$ cat src/rtl/seg7_pkg.sv
`default_nettype none
// ============================================================================
//  Module   : seg7_pkg
//  Purpose  : Shared constants and types for the rotary-switch display
//             readback decoder: glyph patterns (active-high, {A..G,Dp}),
//             matching switch codes, result class, controller state and the
//             glyph decode helper.
//  Ports    : none (package)
//  Revision : 1.0 - initial release
// ============================================================================
package seg7_pkg;

   // Lit-segment patterns P = ~SEG, bit order {A,B,C,D,E,F,G,Dp}
   localparam logic [7:0] c_GLYPH_0 = 8'b1111_1100;
   localparam logic [7:0] c_GLYPH_5 = 8'b1011_0110;
   localparam logic [7:0] c_GLYPH_A = 8'b1110_1110;
   localparam logic [7:0] c_GLYPH_F = 8'b1000_1110;
   localparam logic [7:0] c_BLANK   = 8'b0000_0000;

   localparam logic [3:0] c_CODE_0  = 4'h0;
   localparam logic [3:0] c_CODE_5  = 4'h5;
   localparam logic [3:0] c_CODE_A  = 4'hA;
   localparam logic [3:0] c_CODE_F  = 4'hF;

   typedef enum logic [1:0] {
      CLS_BLANK   = 2'd0,
      CLS_LEGAL   = 2'd1,
      CLS_ILLEGAL = 2'd2
   } seg7_class_e;

   typedef enum logic [0:0] {
      ST_INIT  = 1'b0,
      ST_TRACK = 1'b1
   } seg7_state_e;

   // Result used for change detection. The code field is forced to zero for
   // non-legal classes so that e.g. two different illegal patterns compare
   // equal.
   typedef struct packed {
      seg7_class_e cls;
      logic [3:0]  code;
   } seg7_result_t;

   function automatic seg7_result_t seg7_decode(input logic [7:0] p);
      seg7_result_t r;
      r.cls  = CLS_ILLEGAL;
      r.code = 4'h0;
      case (p)
         c_GLYPH_0: begin r.cls = CLS_LEGAL; r.code = c_CODE_0; end
         c_GLYPH_5: begin r.cls = CLS_LEGAL; r.code = c_CODE_5; end
         c_GLYPH_A: begin r.cls = CLS_LEGAL; r.code = c_CODE_A; end
         c_GLYPH_F: begin r.cls = CLS_LEGAL; r.code = c_CODE_F; end
         c_BLANK:   begin r.cls = CLS_BLANK; end
         default:   begin r.cls = CLS_ILLEGAL; end
      endcase
      return r;
   endfunction

endpackage
`default_nettype wire

$ cat src/rtl/seg7_stable_filter.sv
`default_nettype none
// ============================================================================
//  Module   : seg7_stable_filter
//  Purpose  : Two-flop synchroniser on the raw segment bus followed by a
//             candidate/counter stability filter. Emits the synchronised
//             pattern and a one-cycle accept strobe in the cycle the counter
//             reaches STABLE_CYCLES.
//  Ports    : clk_i      - system clock (rising edge)
//             rst_n_i    - synchronous active-low reset
//             seg_i      - raw active-low segment lines, asynchronous
//             pattern_o  - synchronised segment value being accepted
//             accept_o   - one-cycle strobe, combinational, valid for the
//                          edge on which the count reaches STABLE_CYCLES
//  Revision : 1.0 - initial release
// ============================================================================
module seg7_stable_filter
   import seg7_pkg::*;
#(
   parameter int unsigned STABLE_CYCLES = 4
) (
   input  logic       clk_i,
   input  logic       rst_n_i,
   input  logic [7:0] seg_i,
   output logic [7:0] pattern_o,
   output logic       accept_o
);

   localparam logic [7:0] c_TARGET = 8'(STABLE_CYCLES);
   localparam logic [1:0] c_WARM   = 2'd2;

   logic [7:0] sync1_q, sync2_q;
   logic [7:0] cand_q, cand_d;
   logic [7:0] cnt_q,  cnt_d;
   logic [1:0] warm_q, warm_d;
   logic       load;

   // The synchroniser resets to all-off. Its reset contents are not a real
   // sample, so the filter ignores the first two cycles after reset while
   // the flops reload from the bus.
   always_comb begin
      cand_d   = cand_q;
      cnt_d    = cnt_q;
      warm_d   = warm_q;
      load     = 1'b0;
      accept_o = 1'b0;
      if (warm_q != c_WARM) begin
         warm_d = warm_q + 2'd1;
      end else begin
         // cnt_q == 0 means no candidate captured yet
         if (cnt_q == 8'd0 || sync2_q != cand_q) begin
            load   = 1'b1;
            cand_d = sync2_q;
            cnt_d  = 8'd1;
         end else if (cnt_q != c_TARGET) begin
            cnt_d = cnt_q + 8'd1;
         end
         // Fire once per stable period; 'load' covers STABLE_CYCLES == 1
         accept_o = (cnt_d == c_TARGET) && (load || cnt_q != c_TARGET);
      end
   end

   always_ff @(posedge clk_i) begin
      if (!rst_n_i) begin
         sync1_q <= 8'hFF;
         sync2_q <= 8'hFF;
         cand_q  <= 8'h00;
         cnt_q   <= 8'd0;
         warm_q  <= 2'd0;
      end else begin
         sync1_q <= seg_i;
         sync2_q <= sync1_q;
         cand_q  <= cand_d;
         cnt_q   <= cnt_d;
         warm_q  <= warm_d;
      end
   end

   assign pattern_o = sync2_q;

endmodule
`default_nettype wire

$ cat src/rtl/seg7_rot_decode.sv
`default_nettype none
// ============================================================================
//  Module   : seg7_rot_decode
//  Purpose  : Display-loopback decoder. Recovers the 4-bit rotary position
//             from the active-low segment bus, reports accepted changes via
//             an EVT/ACK handshake, flags overruns and illegal glyphs.
//  Ports    : clk_i    - system clock (rising edge)
//             rst_n_i  - synchronous active-low reset
//             seg_i    - raw segment lines {A..G,Dp}, active-low, async
//             ack_i    - consumer acknowledge for evt_o
//             code_o   - last accepted switch code
//             valid_o  - last accepted pattern was a legal glyph
//             evt_o    - accepted change pending acknowledge
//             ovr_o    - sticky: change accepted while evt_o pending
//             err_o    - one-cycle pulse on illegal pattern acceptance
//  Revision : 1.0 - initial release
// ============================================================================
module seg7_rot_decode
   import seg7_pkg::*;
#(
   parameter int unsigned STABLE_CYCLES = 4
) (
   input  logic       clk_i,
   input  logic       rst_n_i,
   input  logic [7:0] seg_i,
   input  logic       ack_i,
   output logic [3:0] code_o,
   output logic       valid_o,
   output logic       evt_o,
   output logic       ovr_o,
   output logic       err_o
);

   logic [7:0]   pattern;
   logic         accept;
   seg7_result_t res;
   logic         change;

   seg7_state_e  state_q, state_d;
   seg7_result_t last_q,  last_d;
   logic [3:0]   code_q,  code_d;
   logic         valid_q, valid_d;
   logic         evt_q,   evt_d;
   logic         ovr_q,   ovr_d;
   logic         err_q,   err_d;

   seg7_stable_filter #(
      .STABLE_CYCLES (STABLE_CYCLES)
   ) u_filter (
      .clk_i     (clk_i),
      .rst_n_i   (rst_n_i),
      .seg_i     (seg_i),
      .pattern_o (pattern),
      .accept_o  (accept)
   );

   assign res = seg7_decode(~pattern);

   always_comb begin
      state_d = state_q;
      last_d  = last_q;
      code_d  = code_q;
      valid_d = valid_q;
      evt_d   = evt_q;
      ovr_d   = ovr_q;
      err_d   = 1'b0;

      // The very first acceptance after reset is always reported.
      change = accept && ((state_q == ST_INIT) || (res != last_q));

      if (evt_q && ack_i) begin
         evt_d = 1'b0;
      end

      if (accept) begin
         state_d = ST_TRACK;
         last_d  = res;
         valid_d = (res.cls == CLS_LEGAL);
         err_d   = (res.cls == CLS_ILLEGAL);
         if (res.cls == CLS_LEGAL) begin
            code_d = res.code;
         end
         if (change) begin
            // A simultaneous ACK consumes the old event, so no overrun.
            if (evt_q && !ack_i) begin
               ovr_d = 1'b1;
            end
            evt_d = 1'b1;
         end
      end
   end

   always_ff @(posedge clk_i) begin
      if (!rst_n_i) begin
         state_q <= ST_INIT;
         last_q  <= '{cls: CLS_BLANK, code: 4'h0};
         code_q  <= 4'h0;
         valid_q <= 1'b0;
         evt_q   <= 1'b0;
         ovr_q   <= 1'b0;
         err_q   <= 1'b0;
      end else begin
         state_q <= state_d;
         last_q  <= last_d;
         code_q  <= code_d;
         valid_q <= valid_d;
         evt_q   <= evt_d;
         ovr_q   <= ovr_d;
         err_q   <= err_d;
      end
   end

   assign code_o  = code_q;
   assign valid_o = valid_q;
   assign evt_o   = evt_q;
   assign ovr_o   = ovr_q;
   assign err_o   = err_q;

endmodule
`default_nettype wire

$ cat config.mk
export PLATFORM = sky130hd
export DESIGN_NAME = seg7_rot_decode
export DESIGN_NICKNAME = d
export VERILOG_FILES = /design/src/rtl/seg7_pkg.sv /design/src/rtl/seg7_stable_filter.sv /design/src/rtl/seg7_rot_decode.sv
export SDC_FILE = /design/constraint.sdc
export NUM_CORES = 1
export LEC_CHECK = 0
export BUFFER_PORTS_ARGS = -buffer_cell sky130_fd_sc_hd__buf_2
export CAP_MARGIN = 20
export CORE_MARGIN = 5
export CORE_UTILIZATION = 55
export DETAILED_ROUTE_END_ITERATION = 12
export PLACE_DENSITY = 0.76
export SLEW_MARGIN = 20
export SYNTH_ARGS = -nofsm -noshare
export SYNTH_HDL_FRONTEND = slang
export SYNTH_SLANG_ARGS = --single-unit
$ cat constraint.sdc
create_clock -name clk_i -period 6.7 [get_ports clk_i]
set_clock_uncertainty 0.1 [all_clocks]
set_input_delay 1.005 -clock clk_i [delete_from_list [all_inputs] [get_ports clk_i]]
set_output_delay 1.005 -clock clk_i [all_outputs]
set_load 0.03 [all_outputs]
== After elaboration in Yosys (flattened, before gate mapping) ==
Index checks and enable logic that the tools add are counted.

* Logic and storage cells: 55
* Flip-flop bits (word level): 49
* Input bits: 11
* Output and inout port bits: 8

* Mux-type cells: 11
* Add/sub/neg operators: 2
* Reductions and logical operators: 15
* Bitwise gates (word level): 3
* Equal/unequal tests: 11

{| class="wikitable"
|+ Operators by type and width
! kind !! number
|-
| $eq 8x8->1 const B || 4
|-
| $mux 8 || 3
|-
| $logic_not 8->1 || 2
|-
| $pmux 4 s3 || 1
|-
| $add 8x1->8 const B || 1
|-
| $eq 8x3->1 const B || 1
|-
| $ne 8x3->1 const B || 1
|-
| $ne 8x8->1 || 1
|-
| $not 8->8 || 1
|-
| $mux 1 || 6
|-
| $ne 6x6->1 || 1
|-
| $reduce_and 2->1 || 3
|-
| $logic_and 1x1->1 || 4
|-
| $pmux 2 s2 || 1
|-
| $reduce_or 4->1 || 1
|-
| $logic_or 1x1->1 || 3
|-
| $reduce_and 3->1 || 1
|-
| $add 2x1->2 const B || 1
|-
| $eq 2x1->1 const B || 1
|-
| $eq 2x2->1 const B || 1
|-
| $ne 2x2->1 const B || 1
|-
| $not 1->1 || 2
|-
| $logic_not 1->1 || 1
|}

== Longest topological paths before layout ==
Gate-level depths: netlist of run 1.

* Depth after elaboration: 10
* Gate-level depth with buffers: 9
* Mapped depth without buffers: 8

== By module ==
Synthesis of run 1 repeated with hierarchy kept, for this count alone.

* Cell total of the unflattened synthesis: 269
* Area total of the unflattened synthesis: 2399.8 um^2

{| class="wikitable"
|+ Modules (own cells, without submodules)
! module !! seq. area each (um^2) !! area each (um^2) !! cells each !! instances
|-
| seg7_stable_filter || 680.7 || 1720.4 || 194 || 1
|-
| seg7_rot_decode || 200.2 || 679.4 || 75 || 1
|}

== Worst setup path before layout of run 1 ==
Ideal clock, no wire load.

* Path kind: reg2reg
* From: register u_filter.cnt_q[0]
* To: register code_q[1] (netlist: code_o[1])
* Data required time: 6530 ps
* Arrival time: 2059 ps
* Clock period less this slack: 2229 ps
* Setup time: 70 ps
* Path buffers: 0
* Cell stages (with the launch flop): 8
* Setup slack: 4471 ps
* Cells stage by stage: dfxtp_1 > ha_1 > a211o_1 > a21o_1 > a211oi_2 > nand4b_4 > or3_1 > a21boi_1

* Word-level cells in the longest chain between the ends: 8
* Elaborated cells on any way between the ends: 14
* Those cells by class: add/sub: 1; eq/ne: 2; mux: 6; reduce/logical: 5

{| class="wikitable"
|+ Ends and longest elaborated chain
! item !! line !! source
|-
| start, declared || seg7_stable_filter.sv:33 || <nowiki>logic [7:0] cnt_q, cnt_d;</nowiki>
|-
| start signal, assigned || seg7_stable_filter.sv:73 || <nowiki>cnt_q <= cnt_d;</nowiki>
|-
| $add 8x1->8, or another cell as far along || seg7_stable_filter.sv:55 || <nowiki>cnt_d = cnt_q + 8'd1;</nowiki>
|-
| $mux 8 / $logic_or 1x1->1 (equally long branches) || seg7_stable_filter.sv:54, seg7_stable_filter.sv:50 ||
|-
| $mux 8 / $mux 1 (equally long branches) || seg7_stable_filter.sv:50 || <nowiki>if (cnt_q == 8'd0 || sync2_q != cand_q) begin</nowiki>
|-
| $mux 8 / $mux 1 (equally long branches) || seg7_stable_filter.sv:46 || <nowiki>if (warm_q != c_WARM) begin</nowiki>
|-
| $eq 8x3->1 / $logic_or 1x1->1 (equally long branches) || seg7_stable_filter.sv:58 || <nowiki>accept_o = (cnt_d == c_TARGET) && (load || cnt_q != c_TARGET);</nowiki>
|-
| $logic_and 1x1->1 (*) || seg7_stable_filter.sv:58 ||
|-
| $mux 1 (*) || seg7_stable_filter.sv:46 ||
|-
| $reduce_and 2->1 (no source line) (*) || -- ||
|-
| end signal, assigned || seg7_rot_decode.sv:105 || <nowiki>code_q <= code_d;</nowiki>
|-
| end, declared || seg7_rot_decode.sv:41 || <nowiki>logic [3:0] code_q, code_d;</nowiki>
|}

Mark *: on every way between the ends. The rest lies on a longest branch, timed or not. The select of a mux whose other input is x is not followed.
A chain may end at the register's enable or synchronous reset.

== Final worst setup path of run 1 ==
Same ends and word-level chain as after synthesis.

==> results.toml, run 1 <==
[timing]
holdWs_ns = 0.313
clock.fmax_mhz = 417
fin_setup_tns_ns = 0
worstMarginPinSlew_ns = 0.690
min_period_over_period_pct = 35.8
rsz0062_at_grt = "false"
fin_crit_ns = 2.40
setup_viol = 0
finalHoldViolCount = 0
slew_headroom_pct = 54.0
slew_viol_final = 0

[detailed_routing]
dr.pass1.iters = 4
postRouteAntennaNets = 0
wl_per_cell_um = 13.2
wl_um = 3770
vias = 1564
vias_per_cell = 5.49
drc = 0
drt-initial-drc-count = 142

[synth]
synth_cell_types = 48
synth_edf_count = 0
async_flop_share_pct = 0
ys_ff_latch = 44
synthAdderAreaFrac_pct = 1.77
synth_common_cells = "44 x dfxtp_1, 18 x nand2_1, 17 x nand2b_1"
yosysMostFrequentCell = "dfxtp_1"
synth_top_area_cell = "dfxtp_1"
synth_mux_area_share_pct = 4.71
synth_top_family_by_area = "simple AND/OR/NAND/NOR gates"
synthTopCellsByArea = "dfxtp_1 41%, nand2b_1 5.0%, mux2i_1 4.7%"
synth-seq-area-share_pct = 41.5
yosys.area_share.simple_pct = 29.7
synth_top_flop_cell = "dfxtp_1"
syn-instance-count = 225
synth_compound_area_share_pct = 12.5
synth_top_area_share_pct = 41.5
ys.warnings.count = 0
synth-xor-area-share_pct = 5.30
synth_area_um2 = 2120
synth_nets = 239
synth.avg_cell_area_um2 = 9.44

[clocking]
cts_setup_buffers = 0
cts_tree = "yes"
ctsResizeCount = 0
htree_levels = 2
clk_latency_ns = 0.29
cts_made_buffers = 5
clkTransAtPathRegs_ns = 0.09
clockRootBuffer = "clkbuf_8"
cts.sinks = 44
cts.path.max_buffers = 2
ctsHoldBuffers = 0

[placed_design]
dp_hpwl_um = 2600
dp.cells = 277
port_buffers = 18
place_congestion = 0.893
placed_area_um2 = 2200

[layout]
final_cell_area_um2 = 2310
synthToLayoutAreaGrowth_pct = 8.83
n_antenna_cell = 0
drive_above_1_share_pct = 13.9
nets = 250
fin_cells = 285

[die]
start_util_pct = 57.6
die_h_um = 72.2
core_um2 = 3690
die_w_um = 72.2
ioPinCount = 19
num_rows = 22
die_area_um2 = 5210

[setup_path]
cp_top_family = "simple AND/OR/NAND/NOR gates"
path_cells = "ha_1 > and3_1 > nand3_1 > xor2_1 > nand4b_4 > or3_1 > a21boi_1"
crit_fanout = 7
worstPathArrival_ns = 2.53
critPathSlowestCell = "dfxtp_1"
worst-setup-path-type = "register to register"
crit_cells = 7
crit_required_ns = 6.83
crit_buf_inv = 0
critPathLaunchType = "register"
endpoint_kind = "register"
ff2ff_path_depth = 7
cp_slowest_stage_delay_ns = 0.45

[run]
maxCapViolations = 0

[global_routing]
grt_antenna_before_repair = 0
grt_max_degree = 47
track_usage_pct = 16.1
grt_first_pass_wirelength_um = 6720
first_global_vias = 1519
grt_overflow = 0

[hold_path]
whs_path_depth = 1
min_path_type = "register to register"

[power]
power.density_nw_per_um2 = 269
power_mw = 0.621
vdd_drop_max_mv = 0.166
p_leak_nw = 0.980

[status]
outcome = "complete, no violations"
## where the power goes
part | internal, mW | switching [mW]
sequential | 0.286 | 0.0191
combinational | 0.0514 | 0.0637
clock | 0.110 | 0.0911
## routing by layer
layer	global-route usage, %	vias to the layer above	wire length (um)
met5	0	-	0
met4	5.43	0	58
met3	4.29	7	111
met2	25.9	22	1740
met1	20.7	735	1860
li1	-	800	-
## kinds of logic (layout without fill, tap and decap cells)
group	count (synthesis)	after routing
AND/OR/NAND/NOR	96	96
flip-flops	44	44
AO/OA/AOI/OAI	40	40
buffers and inverters	20	32
XOR/XNOR	12	12
multiplexers	10	10
adder cells (fa/ha/maj)	3	3
## placed cells by master (no fill, tap or decap), types with 4 or more instances in the layout
master / instances
xor2_1: 8
nand3_1: 5
inv_1: 5
o21a_1: 5
nand2b_1: 17
a21oi_1: 8
clkbuf_8: 5
nor2_1: 4
buf_2: 18
o21ai_0: 11
and3_1: 4
dfxtp_1: 44
mux2i_1: 10
nor3_1: 4
nor3b_1: 7
nor2b_1: 15
nand2_1: 18
## sequential cells by signal, summed over array words and instances (netlist names), 2 cells and up
register,flops
u_filter.warm_q,2
u_filter.pattern_o,8
last_q,3
u_filter.cand_q,8
u_filter.sync1_q,8
u_filter.cnt_q,8
code_o,2
## path summary, 6_finish.rpt
| path | startpoint | end | slack [ns] |
|---|---|---|---|
| hold / removal | u_filter.sync1_q[2] | u_filter.pattern_o[2] | 0.31 |
| setup reg to reg | u_filter.cnt_q[0] | code_o[1] | 4.30 |
| hold reg to reg | u_filter.sync1_q[2] | u_filter.pattern_o[2] | 0.31 |
| setup / recovery | u_filter.cnt_q[0] | code_o[1] | 4.30 |
## stage by stage
step | util, % | setup WS [ns]
5_1_grt | 62.7 | 4.16
3_5_place_dp | 59.7 | 4.33
4_1_cts | 62.7 | 4.32
3_3_place_gp | 59.7 | 4.39
2_1_floorplan | - | 4.47
6_report | 62.7 | 4.30
## area by class of cell
cell class                      instances  area, um^2
Multi-Input combinational cell        161        1150
Clock buffer                            5        68.8
Sequential cell                        44         881
Clock inverter                          3        42.5
Inverter                                6        22.5
Tap cell                               48        60.1
Fill cell                             348        1380
Timing Repair Buffer                   18        90.1
## worst register-to-register path: stages (launching register included)
cell      delay, ns
dfxtp_1        0.45
ha_1           0.29
and3_1         0.22
nand3_1        0.10
xor2_1         0.40
nand4b_4       0.19
or3_1          0.43
a21boi_1       0.15
(Power assumes the default switching activity.)
==> inputs of run 2 (changes only) <==
==> constraint.sdc (replaced) <==
create_clock -name clk_i -period 2.4 [get_ports clk_i]
set_clock_uncertainty 0.1 [all_clocks]
set_input_delay 0.36 -clock clk_i [delete_from_list [all_inputs] [get_ports clk_i]]
set_output_delay 0.36 -clock clk_i [all_outputs]
set_load 0.03 [all_outputs]
==> run 2 against run 1 <==
  * Final area grew 2.1%
  * Clock power grew 140%
  * Final cell count grew 2.1%
  * Non-clock buffer count up 6
  * Global-route usage fell by 0.52 points
  * Sequential share of layout area decreased by 0.66 points
  * Sequential power increased to 2.8 times the previous value
  * Count of clock-buffer cells in the layout grew 2
  * Die area unchanged
  * Highest routed layer unchanged
==> results.toml, run 2 (synthesis results as in run 1) <==
[status]
outcome = "complete, no violations"

[global_routing]
track_usage_pct = 15.5
grt_max_degree = 47
grt_antenna_before_repair = 0
grt_first_pass_wirelength_um = 6440
grt_overflow = 0
first_global_vias = 1509

[detailed_routing]
drt-initial-drc-count = 93
vias = 1564
wl_um = 3650
dr.pass1.iters = 6
postRouteAntennaNets = 0
vias_per_cell = 5.37
drc = 0
wl_per_cell_um = 12.5

[clocking]
clockRootBuffer = "clkbuf_8"
htree_levels = 2
clkTransAtPathRegs_ns = 0.08
cts_made_buffers = 5
cts_setup_buffers = 0
cts.sinks = 44
cts.path.max_buffers = 2
cts_tree = "yes"
clk_latency_ns = 0.29

[setup_path]
worst-setup-path-type = "register to register"
endpoint_kind = "register"
crit_required_ns = 2.53
crit_fanout = 7
worstPathArrival_ns = 2.41
critPathLaunchType = "register"

[power]
sw_frac_of_total_pct = 28.2
p_int_mw = 1.19
vdd_drop_max_mv = 0.520
power.density_nw_per_um2 = 702
power_mw = 1.66
p_seq_share_pct = 51.3
switching_power_mw = 0.468
p_leak_nw = 0.995
pwr-share-clk_pct = 28.6
comb_power_share_pct = 20.1

[placed_design]
placed_area_um2 = 2250
dp_slack_ns = 0.00646
dp_hpwl_um = 2560
place_congestion = 0.861
dp.cells = 283
port_buffers = 18

[die]
die_h_um = 72.2
num_rows = 22
die_w_um = 72.2
core_um2 = 3690
start_util_pct = 57.6
die_area_um2 = 5210
ioPinCount = 19

[timing]
worstMarginPinSlew_ns = 0.687
min_period_over_period_pct = 95.0
clock.fmax_mhz = 439
setup_viol = 0
fin_setup_tns_ns = 0
slew_headroom_pct = 54.2
finalHoldViolCount = 0
slew_viol_final = 0
fin_crit_ns = 2.28
setup_ws_ns = 0.120

[layout]
drive_above_1_share_pct = 17.3
final_cell_area_um2 = 2360
layout.cells.most_common = "dfxtp_1"
fin_cells = 291
n_antenna_cell = 0
final_cell_mix = "42 x dfxtp_1, 18 x nand2_1, 18 x buf_2"
nets = 256
synthToLayoutAreaGrowth_pct = 11.1

[hold_path]
min_path_type = "primary input to register"

[run]
maxCapViolations = 0
run 2: cell count changes in the layout (fill, tap and decap cells not counted), sizes merged:
| cell | previous run | this run |
|---|---|---|
| clkbuf | 5 | 7 |
| bufinv | 1 | 0 |
| buf | 18 | 24 |
| clkinv | 1 | 0 |
run 2: worst max-delay path, cell delays in order (launching register included):
cell and delay, ns:
dfxtp_2 0.40, inv_2 0.05, ha_1 0.30, or3_1 0.40, a211oi_4 0.26, nand4b_4 0.16, or3_1 0.41, a21boi_1 0.14
run 2: routing by layer:
metal	wire [um]	GRT usage [%]	share of wire, %
met4	68	7.31	1.9
met2	1670	24.6	46
met3	138	3.88	3.8
met1	1770	19.8	49
met5	0	0	0
run 2: metrics by stage:
step                hold slack, ns  util [%]
floorplan                    0.286         -
global placement             0.288      60.9
detailed placement           0.294      60.9
CTS                          0.130      63.4
global route                 0.145      64.0
finish                       0.139      64.0
run 2: area by class of cell:
| cell class | count | area (um^2) |
|---|---|---|
| clock inverters | 1 | 7.51 |
| multi-input cells | 161 | 1160 |
| fillers | 328 | 1330 |
| clock buffers | 7 | 86.3 |
| repair buffers | 24 | 135 |
| well taps | 48 | 60.1 |
| inverters | 6 | 22.5 |
| flip-flops and latches | 44 | 883 |
run 2: worst paths after layout:
check                      startpoint                    end  slack [ns]  cells after the start
setup / recovery    u_filter.cnt_q[0]              code_o[1]        0.12                      7
hold / removal               seg_i[7]    u_filter.sync1_q[7]        0.14                      2
setup reg to reg    u_filter.cnt_q[0]              code_o[1]        0.12                      7
hold reg to reg   u_filter.sync1_q[2]  u_filter.pattern_o[2]        0.31                      1
run 2: timing repair:
action                     4_1_cts  5_1_grt
gates resized for setup          0        5
setup endpoints to repair        0        8
hold buffers                     0        0
run 2: power by group through the flow:
stage	Clock, mW	Combinational [mW]	Sequential (mW)
floorplan	0	0.276	0.853
global placement	0	0.330	0.862
detailed placement	0	0.336	0.866
CTS	0.494	0.337	0.849
global route	0.522	0.378	0.857
finish	0.474	0.333	0.850
